File: config.mk
export PLATFORM = sky130hd
export DESIGN_NAME = key_repeat_arbiter
export DESIGN_NICKNAME = d
export VERILOG_FILES = /design/src/rtl/key_pkg.sv /design/src/rtl/key_rr_pick.sv /design/src/rtl/key_repeat_arbiter.sv
export SDC_FILE = /design/constraint.sdc
export NUM_CORES = 1
export LEC_CHECK = 0
export ABC_AREA = 1
export CELL_PAD_IN_SITES_DETAIL_PLACEMENT = 0
export CELL_PAD_IN_SITES_GLOBAL_PLACEMENT = 1
export CORE_AREA = 10 10 98 91
export DETAILED_ROUTE_END_ITERATION = 8
export DIE_AREA = 0 0 108 101
export DONT_BUFFER_PORTS = 1
export MAX_ROUTING_LAYER = met4
export PLACE_DENSITY_LB_ADDON = 0.2
export SETUP_SLACK_MARGIN = 0.05
export SLEW_MARGIN = 20
export SYNTH_ARGS = -nofsm -noshare
export SYNTH_HDL_FRONTEND = slang
export SYNTH_SLANG_ARGS = --single-unit
File: constraint.sdc
create_clock -name clk -period 1.7 [get_ports clk]
set_input_delay 0.34 -clock clk [delete_from_list [all_inputs] [get_ports clk]]
set_output_delay 0.34 -clock clk [all_outputs]
set_load 0.02 [all_outputs]
File: src/rtl/key_pkg.sv
`default_nettype none
// +----------------------------------------------------------------------------+
// | key_pkg                                                                     |
// | Shared state encoding, default timing constants and index helpers for the   |
// | key auto-repeat arbiter.                                                    |
// | Revision: 1.0                                                               |
// +----------------------------------------------------------------------------+
package key_pkg;

    localparam int unsigned      C_CNT_W         = 32;
    localparam int unsigned      C_DEFAULT_NKEYS = 4;
    localparam logic [C_CNT_W-1:0] C_DEFAULT_DELAY = 32'd24_999_999;
    localparam logic [C_CNT_W-1:0] C_DEFAULT_RATE  = 32'd4_999_999;

    typedef enum logic [1:0] {
        IDLE = 2'd0,
        HOLD = 2'd1,
        RPT  = 2'd2
    } state_e;

    // Index width that stays legal for a single-key build.
    function automatic int unsigned idx_w(input int unsigned n);
        return (n > 1) ? $clog2(n) : 1;
    endfunction

    function automatic int unsigned wrap_add(input int unsigned base,
                                             input int unsigned off,
                                             input int unsigned n);
        return (base + off) % n;
    endfunction

endpackage
`default_nettype wire

File: src/rtl/key_rr_pick.sv
`default_nettype none
// +----------------------------------------------------------------------------+
// | key_rr_pick                                                                 |
// | Combinational round-robin picker: lowest requesting index at or after       |
// | (last+1) mod NKEYS, wrapping around.                                        |
// | Revision: 1.0                                                               |
// +----------------------------------------------------------------------------+
module key_rr_pick
    import key_pkg::*;
#(
    parameter int unsigned NKEYS = C_DEFAULT_NKEYS,
    parameter int unsigned IDX_W = idx_w(NKEYS)
) (
    input  logic [NKEYS-1:0] i_req,
    input  logic [IDX_W-1:0] i_last,
    output logic             o_found,
    output logic [IDX_W-1:0] o_index
);

    logic [IDX_W-1:0] w_pos;
    int unsigned      w_base;

    // Scan from the farthest candidate toward the nearest so the nearest
    // requester overwrites any earlier hit.
    always_comb begin
        o_found = 1'b0;
        o_index = '0;
        w_pos   = '0;
        w_base  = 32'(i_last);
        for (int off = int'(NKEYS); off >= 1; off--) begin
            w_pos = IDX_W'(wrap_add(w_base, off, NKEYS));
            if (i_req[w_pos]) begin
                o_found = 1'b1;
                o_index = w_pos;
            end
        end
    end

endmodule
`default_nettype wire

File: src/rtl/key_repeat_arbiter.sv
`default_nettype none
// +----------------------------------------------------------------------------+
// | key_repeat_arbiter                                                          |
// | Grants one held key round-robin and emits an initial action pulse followed  |
// | by timed auto-repeat pulses until the key is released.                      |
// | Revision: 1.0                                                               |
// +----------------------------------------------------------------------------+
module key_repeat_arbiter
    import key_pkg::*;
#(
    parameter int unsigned         NKEYS = C_DEFAULT_NKEYS,
    parameter logic [C_CNT_W-1:0]  DELAY = C_DEFAULT_DELAY,
    parameter logic [C_CNT_W-1:0]  RATE  = C_DEFAULT_RATE
) (
    input  logic                      clk,
    input  logic                      rst,
    input  logic                      i_enable,
    input  logic [NKEYS-1:0]          i_keys,
    output logic [NKEYS-1:0]          o_out,
    output logic [idx_w(NKEYS)-1:0]   o_key_idx,
    output logic                      o_valid,
    output logic                      o_repeat,
    output logic                      o_busy
);

    localparam int unsigned      IDX_W      = idx_w(NKEYS);
    localparam logic [IDX_W-1:0] C_LAST_RST = IDX_W'(NKEYS - 1);

    state_e             r_state_q,  w_state_d;
    logic [C_CNT_W-1:0] r_cnt_q,    w_cnt_d;
    logic [IDX_W-1:0]   r_idx_q,    w_idx_d;
    logic [IDX_W-1:0]   r_last_q,   w_last_d;
    logic [NKEYS-1:0]   r_out_q,    w_out_d;
    logic               r_valid_q,  w_valid_d;
    logic               r_repeat_q, w_repeat_d;

    logic               w_found;
    logic [IDX_W-1:0]   w_pick_idx;
    logic               w_owner_held;

    key_rr_pick #(
        .NKEYS (NKEYS),
        .IDX_W (IDX_W)
    ) u_pick (
        .i_req   (i_keys),
        .i_last  (r_last_q),
        .o_found (w_found),
        .o_index (w_pick_idx)
    );

    assign w_owner_held = i_keys[r_idx_q];

    always_comb begin
        w_state_d  = r_state_q;
        w_cnt_d    = r_cnt_q;
        w_idx_d    = r_idx_q;
        w_last_d   = r_last_q;
        w_out_d    = '0;
        w_valid_d  = 1'b0;
        w_repeat_d = 1'b0;

        case (r_state_q)
            IDLE: begin
                if (i_enable && w_found) begin
                    w_state_d           = HOLD;
                    w_idx_d             = w_pick_idx;
                    w_cnt_d             = DELAY;
                    w_out_d[w_pick_idx] = 1'b1;
                    w_valid_d           = 1'b1;
                end
            end
            HOLD, RPT: begin
                // Release wins over an expiring counter: no pulse on that edge.
                if (!i_enable || !w_owner_held) begin
                    w_state_d = IDLE;
                    w_cnt_d   = '0;
                    w_last_d  = r_idx_q;
                end else if (r_cnt_q == '0) begin
                    w_state_d        = RPT;
                    w_cnt_d          = RATE;
                    w_out_d[r_idx_q] = 1'b1;
                    w_valid_d        = 1'b1;
                    w_repeat_d       = 1'b1;
                end else begin
                    w_cnt_d = r_cnt_q - 32'd1;
                end
            end
            default: begin
                w_state_d = IDLE;
                w_cnt_d   = '0;
            end
        endcase
    end

    always_ff @(posedge clk) begin
        if (rst) begin
            r_state_q  <= IDLE;
            r_cnt_q    <= '0;
            r_idx_q    <= '0;
            r_last_q   <= C_LAST_RST;
            r_out_q    <= '0;
            r_valid_q  <= 1'b0;
            r_repeat_q <= 1'b0;
        end else begin
            r_state_q  <= w_state_d;
            r_cnt_q    <= w_cnt_d;
            r_idx_q    <= w_idx_d;
            r_last_q   <= w_last_d;
            r_out_q    <= w_out_d;
            r_valid_q  <= w_valid_d;
            r_repeat_q <= w_repeat_d;
        end
    end

    assign o_out     = r_out_q;
    assign o_key_idx = r_idx_q;
    assign o_valid   = r_valid_q;
    assign o_repeat  = r_repeat_q;
    assign o_busy    = (r_state_q == HOLD) || (r_state_q == RPT);

endmodule
`default_nettype wire

==> results.md <==
* Status: completed
* Die X at approximately 110 µm
* # DRC at 0
* Leakage at around 2.1 nW
* Vias in the first global route at 3,100
* Ant diodes at 0
* Initial antenna violation count at 0
* Area grow syn2layout at 46.3%
* Routed WL per cell at 13.8 µm
* Largest net degree at the start of global routing at 17
* Cts bufs inserted at 5
* Register area at 901 µm²
* CTS tree: built
* Fillers at a little over 600
* Top-Level Pins at 16
* Clk Latency, worst-skew pair at ~320 ps
* RSZ-0062 raised after global routing: true
* Critical path launch point type: flop
* Die height at 101 µm
* DRT iter0 DRCs at 180
* Vias/cell at between 4 and 5
* Largest family of logic cells by synthesized area: simple AND/OR/NAND/NOR gates
* Max-Cap Viols at 0
* Post-DP HPWL at 6.91 mm
* Fmax at 610 MHz
* Post-synth top cells: 145 x nand2_1, 69 x nor2_1, 61 x inv_1, 44 x dfxtp_1, 33 x nand3_1
* Hold buffer count at CTS at 0
* Setup-failing EPs final at 0
* Reg2Reg Depth at 11
* Nets@finish at 594
* Global-route wire length before repair at 15.0 mm
* H-tree levels at 2
* Worst path arrival time at between 1500 and 2000 ps
* FFs w/ async S/R, synth at 0
* Hold Path Sink: r_state_q[0]
* Yosys top cell area share at 0.291
* Num Clock Sinks at 44
* Hold wc startpoint: rst
* Max IR drop VDD at 0.421 mV
* Vias after detailed routing at between 3,000 and 4,000
* Total iterations of the first detailed-routing run at 4
* Clk_skew at 7.55 ps
* Synth Area in Compound Gates at 0.0974
* Syn Inst Count at 479
* Fin. Hold Viols at 0
* Yosys warns at 0
* Dominant cells by area after synthesis: dfxtp_1 29%, nand2_1 18%, nor2_1 8.5%
* CTS max path bufs at 2
* Clock root buffer master: clkbuf_8
* Fin Hold WS at 80.8 ps
* Die area at 10,900 µm²
* Initial Utilization at 0.437
* Crit Path Class: reg2reg
* Tcrit/Tclk final at 0.965
* GR Util All Layers at 0.176
* Synthesized Nets at between 400 and 500
* Detailed Route WL at 9.37 mm
* Share of post-route cells with drive strength above 1 at 0.423
* Cell taking the most area after synthesis: dfxtp_1
* Setup TNS at 0 ps
* IO Port Bufs at 0
* Synth Flop Type: dfxtp_1
* PD cells at slightly above 800 nW/µm²
* Clock transition at the registers of the reported paths at ~100 ps
* Register area share after synthesis at 0.291
* Mux contribution to synthesized area at 0
* Simple-Gate Fraction of Synth Area at 0.444
* Adder-Cell Fraction of Synth Area at 0.0165
* Area of the multi-input gates at between 2000 and 2500 µm²
* Core Area at 6930 µm²
* Worst R2R Setup Slack at 60 ps
* Row cnt at 29
* Synth Register Bits at 44
* Post-synth EDFFs at 0
* Final Max Tran Viols at 0
* Rel. slew slack at 0.826
* Reg-to-Reg Start: r_last_q[0]
* CP required at slightly below 2000 ps
* Hold Path Depth at 1
* Slew @ Worst Pin at 260 ps
* Synthesized cell area at 3030 µm²
* Mean Syn Cell Area at 6.33 µm²
* Routed Antenna Nets at 0
* Synth unique cells at 33
* CP Capture Type: flop
* Final min period at between 1500 and 2000 ps
* Total grt overflow at 0
* Placer congestion estimate at 0.877
* Worst reg2reg path endpoint: r_cnt_q[28]
* XOR/XNOR Fraction of Synth Area at 0.0462
* Most common cell in the netlist: nand2_1
* Worst min-delay path class: in2reg
* Crit-path max FO at 8
[worst max path at each step]
stage,slack [ps],start,end
after floorplan,70,o_key_idx[0],r_cnt_q[0]
after global placement,-210,r_cnt_q[0],r_cnt_q[0]
after detailed placement,-290,r_cnt_q[0],r_cnt_q[1]
after CTS,50,r_state_q[0],o_out[1]
after global routing,-30,r_last_q[0],r_cnt_q[14]
final,60,r_last_q[0],r_cnt_q[28]
[report_power, final]
part | switching, mW | internal [mW] | total (mW) | leakage, nW
Sequential | 0.0878 | 1.12 | 1.21 | 0.364
Combinational | 0.886 | 0.689 | 1.58 | 1.69
Clock | 0.425 | 0.444 | 0.869 | 0.0548
Total | 1.40 | 2.25 | 3.65 | 2.11
[layer usage]
| metal | GRT usage | up-vias | wire, µm |
|---|---|---|---|
| met3 | 0.0307 | 11 | 364 |
| met5 | - | - | 0 |
| li1 | - | 1707 | - |
| met4 | 0.0462 | 0 | 125 |
| met1 | 0.232 | 1501 | 4560 |
| met2 | 0.269 | 56 | 4320 |
[per-stage QoR]
stage	setup slack, ps	utilization	power, mW	cells	cell area (µm²)
finish	59.8	0.640	3.65	677	4430
detailed placement	-288	0.542	2.46	653	3760
global route	-28.2	0.640	3.87	677	4430
CTS	47.0	0.583	3.40	665	4040
floorplan	69.6	-	1.97	479	3030
global placement	-214	0.542	2.45	653	3760
[cell families (layout without fill, tap and decap cells)]
group | after synthesis | count (layout)
AO/OA/AOI/OAI | 46 | 46
AND/OR/NAND/NOR | 294 | 296
flip-flops | 44 | 44
buffers and inverters | 75 | 178
adder cells (fa/ha/maj) | 4 | 4
XOR/XNOR | 16 | 16
[flip-flops by register name, summed over array words and instances, names as in the netlist]
name / cells
r_state_q: 2
o_repeat: 1
o_valid: 1
r_cnt_q: 32
o_out: 4
r_last_q: 2
o_key_idx: 2
[critical path, stage by stage, from the launching register on]
cell and delay [ps]:
dfxtp_2 350, buf_4 160, nand2_1 70, nand2_2 80, nor2_4 120, nand2_4 80
nand2_8 70, nand2_8 90, nor2_4 160, inv_4 90, buf_4 160, o22ai_2 130
[final cells by class]
class | instances | share of cell area
clock buffer | 5 | 0.0155
clock inverter | 3 | 0.0104
inverter | 65 | 0.0562
multi-input combinational | 362 | 0.498
sequential | 44 | 0.203
tap | 93 | 0.0262
timing repair buffer | 105 | 0.191
[cells in the final DEF, fill, tap and decap left out, drive strengths merged]
cell type  count
ha             4
dfxtp         44
o22ai          2
o211ai         4
nand3         34
xnor2          4
nand2        161
a21oi         17
clkinvlp       1
nor2          80
and2           3
bufinv         1
clkbuf         5
o21ai         22
nand3b         4
xor2          12
nor3           4
o21bai         1
buf          105
inv           66
nand4          9
nor4           1
[timing repair]
item / in CTS / in global routing
hold endpoints to repair: 0 / 0
gates cloned: 1 / 1
pin swaps: 7 / 40
setup endpoints to repair: 37 / 40
buffers inserted: 3 / 11
resized for setup: 34 / 96
(Power assumes the default switching activity.)
